`config.mk`:
```
export PLATFORM = sky130hd
export DESIGN_NAME = lgdst_iq_tx_serializer
export DESIGN_NICKNAME = d
export VERILOG_FILES = /design/src/rtl/lgdst_iq_pkg.sv /design/src/rtl/lgdst_iq_sync_fifo.sv /design/src/rtl/lgdst_iq_tx_serializer.sv
export SDC_FILE = /design/constraint.sdc
export NUM_CORES = 1
export LEC_CHECK = 0
export BUFFER_PORTS_ARGS = -buffer_cell sky130_fd_sc_hd__buf_2
export CAP_MARGIN = 10
export CORE_MARGIN = 4
export CORE_UTILIZATION = 35
export CTS_CLUSTER_DIAMETER = 30
export DETAILED_ROUTE_END_ITERATION = 10
export PLACE_DENSITY = 0.55
export SLEW_MARGIN = 20
export SYNTH_ARGS = -nofsm -noshare
export SYNTH_HDL_FRONTEND = slang
export SYNTH_SLANG_ARGS = --single-unit
```
`constraint.sdc`:
```
create_clock -name rf_data_clk -period 2.8 [get_ports rf_data_clk]
set_clock_uncertainty 0.1 [all_clocks]
set_input_delay 0.7 -clock rf_data_clk [delete_from_list [all_inputs] [get_ports rf_data_clk]]
set_output_delay 0.7 -clock rf_data_clk [all_outputs]
set_load 0.005 [all_outputs]
```
`src/rtl/lgdst_iq_pkg.sv`:
```
// Shared mode encodings and sizing helpers for the I/Q transmit serializer.
package lgdst_iq_pkg;

    typedef enum logic [1:0] {
        MODE_PASS  = 2'd0,
        MODE_RAMP  = 2'd1,
        MODE_CONST = 2'd2,
        MODE_MUTE  = 2'd3
    } mode_e;

    localparam int UF_W = 8;
    localparam logic [UF_W-1:0] UF_MAX = '1;

    // Slot counter width for 2*num_ch half-word slots per frame.
    function automatic int slot_w(input int num_ch);
        return (2 * num_ch > 1) ? $clog2(2 * num_ch) : 1;
    endfunction

endpackage

```
`src/rtl/lgdst_iq_sync_fifo.sv`:
```
// Single-clock show-ahead FIFO with occupancy counter; latency 1 cycle from push to non-empty.
// Push while full and pop while empty are ignored; push and pop together keep occupancy unchanged.
module lgdst_iq_sync_fifo #(
    parameter int W     = 24,
    parameter int DEPTH = 8
) (
    input  logic         clk_i,
    input  logic         rst_ni,
    input  logic         push_i,
    input  logic [W-1:0] push_dat_i,
    input  logic         pop_i,
    output logic [W-1:0] pop_dat_o,
    output logic         full_o,
    output logic         empty_o
);
    localparam int AW = $clog2(DEPTH);
    localparam logic [AW:0] DEPTH_C = (AW+1)'(DEPTH);

    logic [W-1:0]  mem_q [DEPTH];
    logic [AW-1:0] wr_ptr_q;
    logic [AW-1:0] rd_ptr_q;
    logic [AW:0]   cnt_q;
    logic          do_push;
    logic          do_pop;

    assign full_o    = (cnt_q == DEPTH_C);
    assign empty_o   = (cnt_q == '0);
    assign do_push   = push_i & ~full_o;
    assign do_pop    = pop_i & ~empty_o;
    assign pop_dat_o = mem_q[rd_ptr_q];

    always_ff @(posedge clk_i or negedge rst_ni) begin
        if (!rst_ni) begin
            for (int k = 0; k < DEPTH; k++) begin
                mem_q[k] <= '0;
            end
            wr_ptr_q <= '0;
            rd_ptr_q <= '0;
            cnt_q    <= '0;
        end else begin
            if (do_push) begin
                mem_q[wr_ptr_q] <= push_dat_i;
                wr_ptr_q        <= wr_ptr_q + AW'(1);
            end
            if (do_pop) begin
                rd_ptr_q <= rd_ptr_q + AW'(1);
            end
            case ({do_push, do_pop})
                2'b10:   cnt_q <= cnt_q + (AW+1)'(1);
                2'b01:   cnt_q <= cnt_q - (AW+1)'(1);
                default: cnt_q <= cnt_q;
            endcase
        end
    end

endmodule

```
`src/rtl/lgdst_iq_tx_serializer.sv`:
```
// I/Q transmit serializer: buffered full-width samples leave as MSB/LSB half-words with a frame strobe.
// Outputs trail the slot counter by one cycle; source is latched per frame at the last-slot fetch.
module lgdst_iq_tx_serializer
    import lgdst_iq_pkg::*;
#(
    parameter int                  SAMPLE_W      = 12,
    parameter int                  BUS_W         = 6,
    parameter int                  NUM_CH        = 1,
    parameter int                  FIFO_DEPTH    = 8,
    parameter int                  WARMUP_CYCLES = 30,
    parameter logic [SAMPLE_W-1:0] RAMP_INIT_I   = 12'hE80,
    parameter logic [SAMPLE_W-1:0] RAMP_INIT_Q   = 12'h5C0,
    parameter int                  RAMP_STEP_I   = 3,
    parameter int                  RAMP_STEP_Q   = 7
) (
    input  logic                       rf_data_clk,
    input  logic                       rst_b,
    input  logic [1:0]                 mode,
    input  logic [SAMPLE_W-1:0]        const_i,
    input  logic [SAMPLE_W-1:0]        const_q,
    input  logic                       s_valid,
    output logic                       s_ready,
    input  logic [NUM_CH*SAMPLE_W-1:0] s_i,
    input  logic [NUM_CH*SAMPLE_W-1:0] s_q,
    input  logic                       clr_cnt,
    output logic                       tx_enable,
    output logic                       tx_frame,
    output logic [BUS_W-1:0]           tx_data_i,
    output logic [BUS_W-1:0]           tx_data_q,
    output logic [UF_W-1:0]            underflow_cnt
);
    localparam int                  NSLOT     = 2 * NUM_CH;
    localparam int                  SLW       = slot_w(NUM_CH);
    localparam int                  DW        = NUM_CH * SAMPLE_W;
    localparam logic [SLW-1:0]      LAST_SLOT = SLW'(NSLOT - 1);
    localparam logic [7:0]          WU_INIT   = 8'(WARMUP_CYCLES);
    localparam logic [SAMPLE_W-1:0] STEP_I    = SAMPLE_W'(RAMP_STEP_I);
    localparam logic [SAMPLE_W-1:0] STEP_Q    = SAMPLE_W'(RAMP_STEP_Q);

    logic [SLW-1:0]      slot_q, slot_d;
    logic [7:0]          wu_q, wu_d;
    logic                en_q, en_d;
    logic [DW-1:0]       hold_i_q, hold_i_d, hold_q_q, hold_q_d;
    logic [SAMPLE_W-1:0] ramp_i_q, ramp_i_d, ramp_q_q, ramp_q_d;
    logic [UF_W-1:0]     uf_q, uf_d;
    logic [BUS_W-1:0]    txi_q, txi_d, txq_q, txq_d;
    logic                frame_q, frame_d;
    logic [SAMPLE_W-1:0] smp_i, smp_q;
    logic                last_slot, uf_inc;
    mode_e               src;
    logic                fifo_full, fifo_empty;
    logic [2*DW-1:0]     fifo_dat;

    assign last_slot = (slot_q == LAST_SLOT);
    assign src       = en_q ? mode_e'(mode) : MODE_RAMP;

    lgdst_iq_sync_fifo #(
        .W     (2 * DW),
        .DEPTH (FIFO_DEPTH)
    ) u_fifo (
        .clk_i      (rf_data_clk),
        .rst_ni     (rst_b),
        .push_i     (s_valid & s_ready),
        .push_dat_i ({s_q, s_i}),
        .pop_i      (last_slot & en_q),
        .pop_dat_o  (fifo_dat),
        .full_o     (fifo_full),
        .empty_o    (fifo_empty)
    );

    // Slot 2c/2c+1 carry channel c's MSB/LSB; the first NUM_CH slots are strobed.
    always_comb begin
        smp_i = hold_i_q[SAMPLE_W-1:0];
        smp_q = hold_q_q[SAMPLE_W-1:0];
        for (int c = 1; c < NUM_CH; c++) begin
            if ((int'(slot_q) >> 1) == c) begin
                smp_i = hold_i_q[c*SAMPLE_W +: SAMPLE_W];
                smp_q = hold_q_q[c*SAMPLE_W +: SAMPLE_W];
            end
        end
    end

    assign txi_d   = slot_q[0] ? smp_i[BUS_W-1:0] : smp_i[SAMPLE_W-1 -: BUS_W];
    assign txq_d   = slot_q[0] ? smp_q[BUS_W-1:0] : smp_q[SAMPLE_W-1 -: BUS_W];
    assign frame_d = (int'(slot_q) < NUM_CH);
    assign slot_d  = last_slot ? '0 : slot_q + SLW'(1);
    assign wu_d    = (wu_q != '0) ? wu_q - 8'd1 : wu_q;
    assign en_d    = en_q | (wu_d == '0);

    always_comb begin
        hold_i_d = hold_i_q;
        hold_q_d = hold_q_q;
        ramp_i_d = ramp_i_q;
        ramp_q_d = ramp_q_q;
        uf_inc   = 1'b0;
        if (last_slot) begin
            case (src)
                MODE_RAMP: begin
                    for (int c = 0; c < NUM_CH; c++) begin
                        hold_i_d[c*SAMPLE_W +: SAMPLE_W] = (c == 0) ? ramp_i_q : ~ramp_i_q;
                        hold_q_d[c*SAMPLE_W +: SAMPLE_W] = (c == 0) ? ramp_q_q : ~ramp_q_q;
                    end
                    ramp_i_d = ramp_i_q + STEP_I;
                    ramp_q_d = ramp_q_q + STEP_Q;
                end
                MODE_CONST: begin
                    hold_i_d = {NUM_CH{const_i}};
                    hold_q_d = {NUM_CH{const_q}};
                end
                MODE_PASS: begin
                    if (fifo_empty) begin
                        hold_i_d = '0;
                        hold_q_d = '0;
                        uf_inc   = 1'b1;
                    end else begin
                        hold_i_d = fifo_dat[DW-1:0];
                        hold_q_d = fifo_dat[2*DW-1:DW];
                    end
                end
                default: begin
                    hold_i_d = '0;
                    hold_q_d = '0;
                end
            endcase
        end
    end

    always_comb begin
        uf_d = uf_q;
        if (clr_cnt) begin
            uf_d = '0;
        end else if (uf_inc && (uf_q != UF_MAX)) begin
            uf_d = uf_q + UF_W'(1);
        end
    end

    always_ff @(posedge rf_data_clk or negedge rst_b) begin
        if (!rst_b) begin
            slot_q   <= '0;
            wu_q     <= WU_INIT;
            en_q     <= 1'b0;
            hold_i_q <= {NUM_CH{RAMP_INIT_I}};
            hold_q_q <= {NUM_CH{RAMP_INIT_Q}};
            ramp_i_q <= RAMP_INIT_I + STEP_I;
            ramp_q_q <= RAMP_INIT_Q + STEP_Q;
            uf_q     <= '0;
            txi_q    <= '0;
            txq_q    <= '0;
            frame_q  <= 1'b0;
        end else begin
            slot_q   <= slot_d;
            wu_q     <= wu_d;
            en_q     <= en_d;
            hold_i_q <= hold_i_d;
            hold_q_q <= hold_q_d;
            ramp_i_q <= ramp_i_d;
            ramp_q_q <= ramp_q_d;
            uf_q     <= uf_d;
            txi_q    <= txi_d;
            txq_q    <= txq_d;
            frame_q  <= frame_d;
        end
    end

    assign s_ready       = en_q & ~fifo_full;
    assign tx_enable     = en_q;
    assign tx_frame      = frame_q;
    assign tx_data_i     = txi_q;
    assign tx_data_q     = txq_q;
    assign underflow_cnt = uf_q;

endmodule

```
# Word-level counts from Yosys, hierarchy flattened
# Cells that the tools add are included.
[totals]
regBits = 281
input_bits = 54
output_inout_bits = 23
wordCells = 81
[classes]
add_sub_neg = 9
magnitude_cmp = 4
eq_ne = 6
n_mux = 21
bitwise_logic = 10
n_reduce_logical = 9
[ops]
columns = ["op", "n"]
rows = [
  ["bitwise mux 192 bit", 1],
  ["binary-select mux 24 bit (select 3 bit)", 1],
  ["demux 24 bit (select 3 bit)", 1],
  ["two-way mux 24 bit", 3],
  ["one-hot mux 12 bit (3 select lines)", 2],
  ["two-way mux 12 bit", 2],
  ["two-way mux 8 bit", 3],
  ["adder 12 x 2 -> 12 bit, second input constant", 1],
  ["adder 12 x 3 -> 12 bit, second input constant", 1],
  ["two-way mux 6 bit", 2],
  ["adder 8 x 1 -> 8 bit, second input constant", 1],
  ["greater-or-equal comparator 4 bit, second input constant", 2],
  ["logical NOT 8 bit", 1],
  ["!= test 8 bit, second input constant", 1],
  ["NOT 3 -> 4 bit", 2],
  ["one-hot mux 4 bit (2 select lines)", 1],
  ["nonzero test 8 bit", 1],
  ["subtractor 8 x 1 -> 8 bit, second input constant", 1],
  ["adder 3 x 1 -> 3 bit, second input constant", 2],
  ["bitwise AND 1 bit", 5],
  ["adder 4 x 1 -> 4 bit, second input constant", 1],
  ["== test 2 x 1 -> 1 bit, second input constant", 2],
  ["== test 2 bit, second input constant", 2],
  ["== test 4 bit, second input constant", 1],
  ["other kinds (13)", 19],
]

# Logic depth before layout (Yosys ltp)
# Gate-level depths: netlist of the first run.
[logic_depth]
word_depth = 7
depth_mapped = 10
mapped_depth_nobuf = 9

# Cells and area by module
# A second synthesis of the first run with hierarchy kept.
[unflattened]
cells_unflattened = 878
hier_area_um2 = 13345.3
[by_module_without_submodules]
columns = ["mod", "instances", "cells_each", "area_per_inst_um2", "seq_area_each_um2"]
rows = [
  ["lgdst_iq_sync_fifo", 1, 556, 9630.5, 5054.8],
  ["lgdst_iq_tx_serializer", 1, 322, 3714.8, 1983.2],
]

# Least setup slack after synthesis of the first run
# Ideal clock, no wire load.
[synth_timing]
path_kind = "reg-to-reg"
start = "register u_fifo.cnt_q[1]"
end = "register u_fifo.cnt_q[2]"
setup_ns = 0.127
t_arrival_ns = 2.091
required_time_ns = 2.573
slack_ns = 0.482
stages_incl_launch_ff = 10
path_buffers = 0
cell_sequence = "dfrtp_1 > or4b_4 > nand3_4 > ha_1 > xor2_1 > ha_1 > a21oi_1 > xor2_1 > nor2_1 > xor2_1"
[synth_between]
elab_chain_cells = 7
word_cells_on_any_way = 14
classes_between = "add/sub (2); eq/ne (3); mux (1); bitwise (6); reduce/logical (2)"
[synth_lines]
columns = ["item", "line_no", "source"]
rows = [
  ["start: declaration", "lgdst_iq_sync_fifo.sv:22", "logic [AW:0] cnt_q;"],
  ["start signal: assignment", "lgdst_iq_sync_fifo.sv:49", "2'b10: cnt_q <= cnt_q + (AW+1)'(1);"],
  ["start signal: assignment", "lgdst_iq_sync_fifo.sv:50", "2'b01: cnt_q <= cnt_q - (AW+1)'(1);"],
  ["start signal: assignment", "lgdst_iq_sync_fifo.sv:51", "default: cnt_q <= cnt_q;"],
  ["== test 4 bit", "lgdst_iq_sync_fifo.sv:26", "assign full_o = (cnt_q == DEPTH_C);"],
  ["NOT 1 bit", "lgdst_iq_sync_fifo.sv:28, lgdst_iq_tx_serializer.sv:165", ""],
  ["bitwise AND 1 bit", "lgdst_iq_tx_serializer.sv:165", "assign s_ready = en_q & ~fifo_full;"],
  ["bitwise AND 1 bit", "lgdst_iq_tx_serializer.sv:63", ".push_i (s_valid & s_ready),"],
  ["bitwise AND 1 bit", "lgdst_iq_sync_fifo.sv:28", "assign do_push = push_i & ~full_o;"],
  ["== test 2 x 1 -> 1 bit or == test 2 bit (tied branches)", "lgdst_iq_sync_fifo.sv:48", "case ({do_push, do_pop})"],
  ["one-hot mux 4 bit (2 select lines) or nonzero test 2 bit (tied branches)", "-", ""],
]
# Several ways; a longest one is shown, not always the timed one.
# A chain may end at the register's enable or synchronous reset.

# Worst setup path after layout of the first run
[layout_timing]
start = "register u_fifo.cnt_q[1]"
end = "output s_ready"
[layout_between]
elab_chain_cells = 3
[layout_lines]
columns = ["item", "line_no", "source"]
rows = [
  ["== test 4 bit", "lgdst_iq_sync_fifo.sv:26", ""],
  ["NOT 1 bit", "lgdst_iq_tx_serializer.sv:165", ""],
  ["bitwise AND 1 bit", "lgdst_iq_tx_serializer.sv:165", ""],
  ["end: declaration", "lgdst_iq_tx_serializer.sv:22", "output logic s_ready,"],
]
# No other way between the ends.

==> results of run 1 <==
[worst min-delay path by stage]
stage	slack, ps	start	depth (start not counted)	endpoint
floorplan	300	rst_b	0	hold_i_q[0]$_DFFE_PN0P_
global placement	360	u_fifo.mem_q[99]$_DFFE_PN0P_	1	u_fifo.mem_q[99]$_DFFE_PN0P_
detailed placement	370	u_fifo.mem_q[108]$_DFFE_PN0P_	1	u_fifo.mem_q[108]$_DFFE_PN0P_
CTS	290	clr_cnt	2	underflow_cnt[4]$_DFFE_PN0P_
global route	310	clr_cnt	2	underflow_cnt[4]$_DFFE_PN0P_
finish	320	clr_cnt	2	underflow_cnt[4]$_DFFE_PN0P_
[registers in the layout, summed over array words and instances (netlist names), 4 cells and up]
name and flops:
tx_data_i 6, u_fifo.mem_q 192, tx_data_q 6, ramp_q_q 12, ramp_i_q 12, wu_q 8
underflow_cnt 8, u_fifo.cnt_q 4, hold_i_q 12, hold_q_q 12
[Yosys cell counts (all sizes together), types with 15 or more instances]
cell type | n | share of area, %
a21oi | 20 | 0.78
buf | 35 | 1.5
clkbuf | 17 | 0.49
dfrtp | 255 | 49
dfstp | 25 | 5.1
mux2 | 208 | 19
mux4 | 48 | 8.4
nand2 | 45 | 1.3
nor2 | 31 | 0.90
xnor2 | 21 | 1.4
xor2 | 15 | 1.0
[cell families after synthesis]
group                      count (synthesis)  synth area share, %
DFF                                      280                 54.6
muxes                                    270                 28.2
and+or+nand+nor                          153                 6.33
AOI/OAI and AO/OA                         90                 5.04
buffers and inverters                     66                 2.44
xor gates and xnor gates                  36                 2.44
adders and majority gates                 10                0.970
[through the flow]
stage                     cell area [um2]  hold WS [ps]  setup slack, ps  util, %  cells
after floorplan                     12900           304              482        -    905
after global placement              14100           362              339     38.5   1436
after detailed placement            14100           371              319     38.5   1436
after CTS                           16600           291             27.9     45.5   1565
after global routing                16600           305            0.942     45.5   1565
final                               16600           322             67.3     45.5   1565
[power by group]
part	internal (W)	leakage [nW]	switching [W]
logic	0.00315	2.76	0.00229
clock network	0.00602	1.22	0.00245
registers	0.00590	3.36	0.00111
total	0.0151	7.35	0.00585
[layout make-up]
type,count,area [um2]
well taps,468,586
fillers,3274,19900
clock buffers,93,2000
inverters,14,52.6
flip-flops and latches,280,7040
clock inverters,35,512
multi-input cells,559,5560
repair buffers,116,843
[layer usage]
layer,vias up,GRT usage (%)
li1,3675,-
met1,4150,21.9
met2,180,23.8
met3,74,4.65
met4,8,5.11
met5,-,0
[repair_timing]
action	CTS	global route
hold buffers	1	0
endpoints found under the setup margin	0	0
hold endpoints to repair	34	0
==> results.cfg, run 1 <==
[global_route]
grt_usage_pct = 15.7
overflow = 0
grt_max_degree = 58
antenna_found_initial = 4
grt_pass1_vias = 8741
grt_pass1_wl_um = 49200

[critical_path]
critPathRequiredTime_ps = 2000
r2r-start = u_fifo.cnt_q[1]$_DFFE_PN0P_
r2r_slack_ps = 280
crit_end = s_ready
reg2reg_to = u_fifo.cnt_q[2]$_DFFE_PN0P_
cpMaxStageDelayCell = or4b_4
critical_path_depth = 3
r2r_cells = 9
cp_max_fo = 7
crit_family = simple AND/OR/NAND/NOR gates
cp_data_arrival_time_ps = 1930
start_kind = register
cp-startpoint = u_fifo.cnt_q[1]$_DFFE_PN0P_
crit_path_end_kind = output pin
worstPathCellList = or4b_4 -> and2_1 -> buf_2
crit_path_max_incr_delay_ps = 600
path_buf_inv = 1
crit_type = reg -> out

[detailed_routing]
dr_wl_met3_um = 1710
top_layer_used = met5
wl_um = 30400
wl_per_cell_um = 19.4
drtIter0Drc = 342
dr.pass1.iters = 5
wl_met2_um = 13700
drc_errors = 0
num_vias = 8087
postRouteAntennaNets = 0
via_per_inst = 5.17
wl_met1_um = 14200

[yosys]
ys_warn_count = 0
synth-seq-area-share_pct = 54.6
avgSynthCellArea_um2 = 14.3
synth_top_flop_cell = dfrtp_1
syn-num-nets = 969
async_flop_share_pct = 100
synth.ff_latch_count = 280
netlist_area_um2 = 12900
synth_edf_count = 0
synth.distinct_cells = 52
synth_cells = 905

[power]
p_leak_nw = 7.35
max-vdd-ir-drop_uv = 571
finalPower_w = 0.0209
p_per_area_nw_per_um2 = 1260

[clock_network]
cts_resized = 0
cts_num_sinks = 280
cts_buffer_depth = 3
clk_latency_ps = 560
cts.reportedPaths.clkPinSlew_ps = 40
cts_setup_buffers = 0
numCtsBuffers = 70
cts-root-buf = clkbuf_16
tritoncts = yes
htreeDepth = 3

[outcome]
status = finished, final reports clean

[placement]
port-buffer-count = 76
dp_hpwl_um = 19600
gp_congestion = 0.814

[layout]
diodes = 0
area_growth_pct = 28.7
drive_above_1_share_pct = 33.5
layout.nets = 1105
layout_commonest_cell = dfrtp_1
mostFrequentLayoutCells = 253 x dfrtp_1, 160 x mux2_1, 75 x buf_2

[floorplanning]
design.die.area_um2 = 40000
die_width_um = 200
die_h_um = 200
rows = 70
core_um2 = 36500
start_util_pct = 35.3
io_pins = 77

[sta]
tns_ps = 0
worstMarginPinSlew_ps = 525
drv_slew = 0
setup_viol = 0
slew_headroom_pct = 65.0
fmax_mhz = 366
hold_viol = 0
fin_crit_ps = 2730
layout_worst_path_cycle_share_pct = 97.6
rsz0062_at_grt = false

[min_path]
hold_path_class = in -> reg

[job]
max-cap-violations = 0
Note: power is estimated with default switching activity, not from simulation.
==> run 2, diff against run 1 <==
--- a/config.mk
+++ b/config.mk
@@ -5,6 +5,7 @@
 export SDC_FILE = /design/constraint.sdc
 export NUM_CORES = 1
 export LEC_CHECK = 0
+export ABC_AREA = 1
 export BUFFER_PORTS_ARGS = -buffer_cell sky130_fd_sc_hd__buf_2
 export CAP_MARGIN = 10
 export CORE_MARGIN = 4
==> results.cfg, run 2 <==
[job]
max-cap-violations = 0

[sta]
setup_viol = 0
finalWorstSetupSlack_ps = 456
drv_slew = 0
worstMarginPinSlew_ps = 942
fmax_mhz = 427
holdWs_ps = 300
fin_crit_ps = 2340
tns_ps = 0
layout_worst_path_cycle_share_pct = 83.7
hold_viol = 0
slew_headroom_pct = 37.2
rsz0062_at_grt = false

[clock_network]
numCtsBuffers = 71
cts_num_sinks = 280
cts-root-buf = clkbuf_16
cts_buffer_depth = 3
cts_resized = 0
htreeDepth = 3
cts.reportedPaths.clkPinSlew_ps = 40
clk_latency_ps = 550
tritoncts = yes

[yosys]
synth_cells = 1655
syn-num-nets = 1719
netlist_area_um2 = 13300
synth-seq-area-share_pct = 52.8
synth.distinct_cells = 32
yosysTopAreaCell = dfrtp_1
synth_edf_count = 0
synth_top_flop_cell = dfrtp_1
avgSynthCellArea_um2 = 8.05
yosysMostFrequentCell = nand2_1
synth.ff_latch_count = 280
yosys-top-cells-area = dfrtp_1 48%, nand2_1 14%, o21ai_0 10%
synthTopCellsByCount = 492 x nand2_1, 273 x o21ai_0, 255 x dfrtp_1
yosysTopAreaCellShare_pct = 47.9
async_flop_share_pct = 100
ys_warn_count = 0

[power]
p_leak_nw = 8.27
finalPower_w = 0.0203
max-vdd-ir-drop_uv = 714
p_per_area_nw_per_um2 = 1230

[global_route]
grt_max_degree = 98
grt_usage_pct = 18.1
grt_pass1_vias = 11205
overflow = 0
antenna_found_initial = 0
grt_pass1_wl_um = 60800

[layout]
diodes = 0
mostFrequentLayoutCells = 492 x nand2_1, 273 x o21ai_0, 253 x dfrtp_1
area_growth_pct = 24.3
fin_cells = 2298
drive_above_1_share_pct = 14.3
largest_reg_flops = 192
regMostFlops = u_fifo.mem_q
layout_commonest_cell = nand2_1
n_fill_cell = 3726
layout.nets = 1797

[critical_path]
path_buf_inv = 2
cpMaxStageDelayCell = dfrtp_1
cp_max_fo = 5
crit_path_max_incr_delay_ps = 420
crit_path_end_kind = register
worstPathCellList = nor2_2 -> nand3_1 -> nand3_1 -> inv_1 -> ha_1 -> nand2_1 -> inv_1 -> nor2_1 -> ha_1 -> a21oi_1 -> a21oi_1 -> o21ai_0 -> o21a_1
start_kind = register
critPathRequiredTime_ps = 3120
crit_type = reg -> reg
crit_family = simple AND/OR/NAND/NOR gates
cp_data_arrival_time_ps = 2670

[placement]
place_ws_ps = 465
dp_hpwl_um = 21600
dp_cells = 2170
gp_congestion = 0.795
port-buffer-count = 76

[detailed_routing]
via_per_inst = 4.83
wl_um = 36500
drc_errors = 0
num_vias = 11102
postRouteAntennaNets = 0
dr.pass1.iters = 6
wl_per_cell_um = 15.9
drtIter0Drc = 843

[floorplanning]
start_util_pct = 35.5
design.die.area_um2 = 41300
core_um2 = 37600
io_pins = 77
die_h_um = 203
die_width_um = 203
rows = 71

[outcome]
status = finished, final reports clean

[min_path]
hold_path_class = in -> reg
==> run 2: changes by cell type after synthesis, moves of 92 or more <==
cell	change
nand3_1	+120
nor2_1	+147
mux2_1	-160
o21ai_0	+268
inv_1	+92
nand2_1	+447
==> run 2: cell families after synthesis <==
| logic type | count (synthesis) | synth area share (%) |
|---|---|---|
| compound gates | 301 | 11.6 |
| xor+xnor | 34 | 2.23 |
| fa+ha+maj | 10 | 0.939 |
| buf+inv | 204 | 7.16 |
| flops | 280 | 52.8 |
| simple gates | 826 | 25.3 |
==> run 2: final cells by class <==
class	count	area [um2]	share of cell area, %
Sequential cell	280	7040	42.5
Multi-Input combinational cell	1171	5330	32.2
Clock buffer	107	2160	13.0
Timing Repair Buffer	100	686	4.14
Tap cell	511	639	3.86
Inverter	109	409	2.47
Clock inverter	20	303	1.83
==> run 2: power by group <==
part	switching, W	internal [W]
combinational	0.00366	0.00189
sequential	0.000836	0.00572
clock	0.00233	0.00589
==> run 2: timing repair <==
item / 4_1_cts / 5_1_grt
endpoints found under the hold margin: 5 / 0
hold buffers: 1 / 0
buffers inserted: 0 / 0
==> run 2: stage by stage <==
step,area [um2],util (%)
after floorplan,13300,-
after global placement,14100,37.5
after detailed placement,14100,37.5
after CTS,16600,44.1
after global routing,16600,44.1
final,16600,44.1
==> run 2: final timing paths <==
path / start / endpoint / slack (ps) / depth (start not counted)
worst max-delay path: u_fifo.cnt_q[1]$_DFFE_PN0P_ / u_fifo.cnt_q[2]$_DFFE_PN0P_ / 460 / 13
worst min-delay path: clr_cnt / underflow_cnt[0]$_DFFE_PN0P_ / 300 / 2
min in group asynchronous: rst_b / hold_q_q[9]$_DFFE_PN0P_ / 600 / 2
worst min register to register: ramp_q_q[8]$_DFFE_PN1P_ / ramp_q_q[8]$_DFFE_PN1P_ / 370 / 2
worst max register to register: u_fifo.cnt_q[1]$_DFFE_PN0P_ / u_fifo.cnt_q[2]$_DFFE_PN0P_ / 460 / 13
max in group asynchronous: rst_b / u_fifo.mem_q[180]$_DFFE_PN0P_ / 1290 / 3
==> run 2: routing by layer <==
metal	global-route usage, %	vias to the layer above	wire (um)	share of wire [%]
met4	4.67	0	538	1.5
met2	28.5	274	16400	45
met3	3.50	51	1990	5.4
met5	0	-	0	0
met1	26.0	5302	17600	48
li1	-	5475	-	-
==> run 3, diff against run 2 <==
==> constraint.sdc (replaced) <==
create_clock -name rf_data_clk -period 2.23 [get_ports rf_data_clk]
set_clock_uncertainty 0.1 [all_clocks]
set_input_delay 0.5575 -clock rf_data_clk [delete_from_list [all_inputs] [get_ports rf_data_clk]]
set_output_delay 0.5575 -clock rf_data_clk [all_outputs]
set_load 0.005 [all_outputs]
==> results.cfg, run 3 (synthesized netlist as in run 2, its figures left out) <==
[outcome]
status = finished, final reports clean

[sta]
fmax_mhz = 483
slew_headroom_pct = 61.1
setup_viol = 0
worstMarginPinSlew_ps = 584
fin_crit_ps = 2070
hold_viol = 0
layout_worst_path_cycle_share_pct = 92.9
drv_slew = 0

[detailed_routing]
via_per_inst = 4.81
num_vias = 11187
drc_errors = 0
dr.pass1.iters = 5
drtIter0Drc = 729
wl_um = 36700
postRouteAntennaNets = 0
wl_per_cell_um = 15.8

[power]
finalPower_w = 0.0264
p_leak_nw = 8.46
max-vdd-ir-drop_uv = 594
p_per_area_nw_per_um2 = 1560

[layout]
layout_commonest_cell = nand2_1
stdcell_area_um2 = 16900
layout.nets = 1819
area_growth_pct = 27.0
largest_reg_flops = 192
n_fill_cell = 3714
multiInputGateArea_um2 = 5350
fin_cells = 2324
diodes = 0
regArea_um2 = 7040
mostFrequentLayoutCells = 491 x nand2_1, 273 x o21ai_0, 252 x dfrtp_1
drive_above_1_share_pct = 16.6
regMostFlops = u_fifo.mem_q

[min_path]
hold_path_class = in -> reg
worstHoldStart = clr_cnt
hold_depth = 2

[global_route]
grt_util_met2_pct = 28.8
grt_use_met1_pct = 24.5
busiest_layer = met2
antenna_found_initial = 0
grt_pass1_wl_um = 60800
grt_pass1_vias = 11390
grt_usage_pct = 18.2
use_met3_pct = 4.66
grt_max_degree = 60
overflow = 0

[clock_network]
tritoncts = yes
clk_latency_ps = 570
cts-root-buf = clkbuf_16
htreeDepth = 3
cts.reportedPaths.clkPinSlew_ps = 50
cts_num_sinks = 280
numCtsBuffers = 70
cts_buffer_depth = 3

[floorplanning]
core_um2 = 37600
die_width_um = 203
io_pins = 77
die_h_um = 203
rows = 71
start_util_pct = 35.5
design.die.area_um2 = 41300

[placement]
dp_cells = 2188
gp_congestion = 0.815
dp_hpwl_um = 21800
placed_area_um2 = 14200
port-buffer-count = 76

[job]
max-cap-violations = 0

[critical_path]
crit_type = reg -> reg
cp_max_fo = 3
cp-startpoint = u_fifo.cnt_q[0]$_DFFE_PN0P_
cpMaxStageDelayCell = dfrtp_1
crit_path_max_incr_delay_ps = 400
cp_data_arrival_time_ps = 2430
critPathRequiredTime_ps = 2590
r2r_cells = 13
r2r-start = u_fifo.cnt_q[0]$_DFFE_PN0P_
start_kind = register
crit_path_end_kind = register
worstPathCellList = nor2_4 -> nand3_2 -> nand3_2 -> inv_1 -> ha_2 -> nand2_2 -> inv_1 -> nor2_2 -> ha_1 -> a21oi_1 -> a21oi_1 -> o21ai_0 -> o21a_1
[run 3: what timing repair did]
action | in CTS | in global routing
hold buffers | 1 | 0
buffers inserted | 0 | 5
gates resized for setup | 0 | 10
setup endpoints to repair | 0 | 18
hold endpoints to repair | 36 | 0
[run 3: power breakdown]
group	internal (W)	total (W)	leakage, nW	switching, W
Combinational	0.00256	0.00712	3.69	0.00456
Clock	0.00788	0.0111	1.29	0.00317
Sequential	0.00719	0.00825	3.48	0.00106
[run 3: path summary, 6_finish.rpt]
path                                                 to  slack (ps)
setup / recovery            u_fifo.cnt_q[2]$_DFFE_PN0P_         160
hold / removal             underflow_cnt[0]$_DFFE_PN0P_         130
setup reg to reg            u_fifo.cnt_q[2]$_DFFE_PN0P_         160
hold reg to reg                 hold_i_q[6]$_DFFE_PN0P_         370
max in group asynchronous       ramp_q_q[1]$_DFFE_PN1P_         910
min in group asynchronous       ramp_q_q[9]$_DFFE_PN0P_         420
[run 3: layer usage]
layer,vias to the layer above,wire length [um]
met4,0,750
li1,5521,-
met1,5348,16900
met5,-,0
met3,60,2380
met2,258,16600
[run 3: area by class of cell]
| cell class | count | area share [%] |
|---|---|---|
| sequential | 280 | 41.6 |
| multi-input combinational | 1171 | 31.6 |
| clock buffer | 89 | 11.7 |
| timing repair buffer | 123 | 5.07 |
| clock inverter | 41 | 3.83 |
| tap | 511 | 3.78 |
| inverter | 109 | 2.42 |
[run 3: per-stage QoR]
stage / setup slack [ps] / utilization [%] / hold WS, ps / setup TNS, ps
global route: -46.4 / 45.0 / 127 / -46.4
finish: 158 / 45.0 / 134 / 0
CTS: 6.37 / 44.9 / 99.5 / 0
global placement: 55.3 / 37.9 / 359 / 0
floorplan: 111 / - / 162 / 0
detailed placement: 45.4 / 37.9 / 365 / 0
[run 3: worst max-delay path, delay by kind of cell, from the launching register on]
| family | cells | cell delay (ps) |
|---|---|---|
| DFF | 1 | 400 |
| buffers and inverters | 2 | 130 |
| AOI/OAI and AO/OA | 4 | 370 |
| adders and majority gates | 2 | 390 |
| and+or+nand+nor | 5 | 580 |
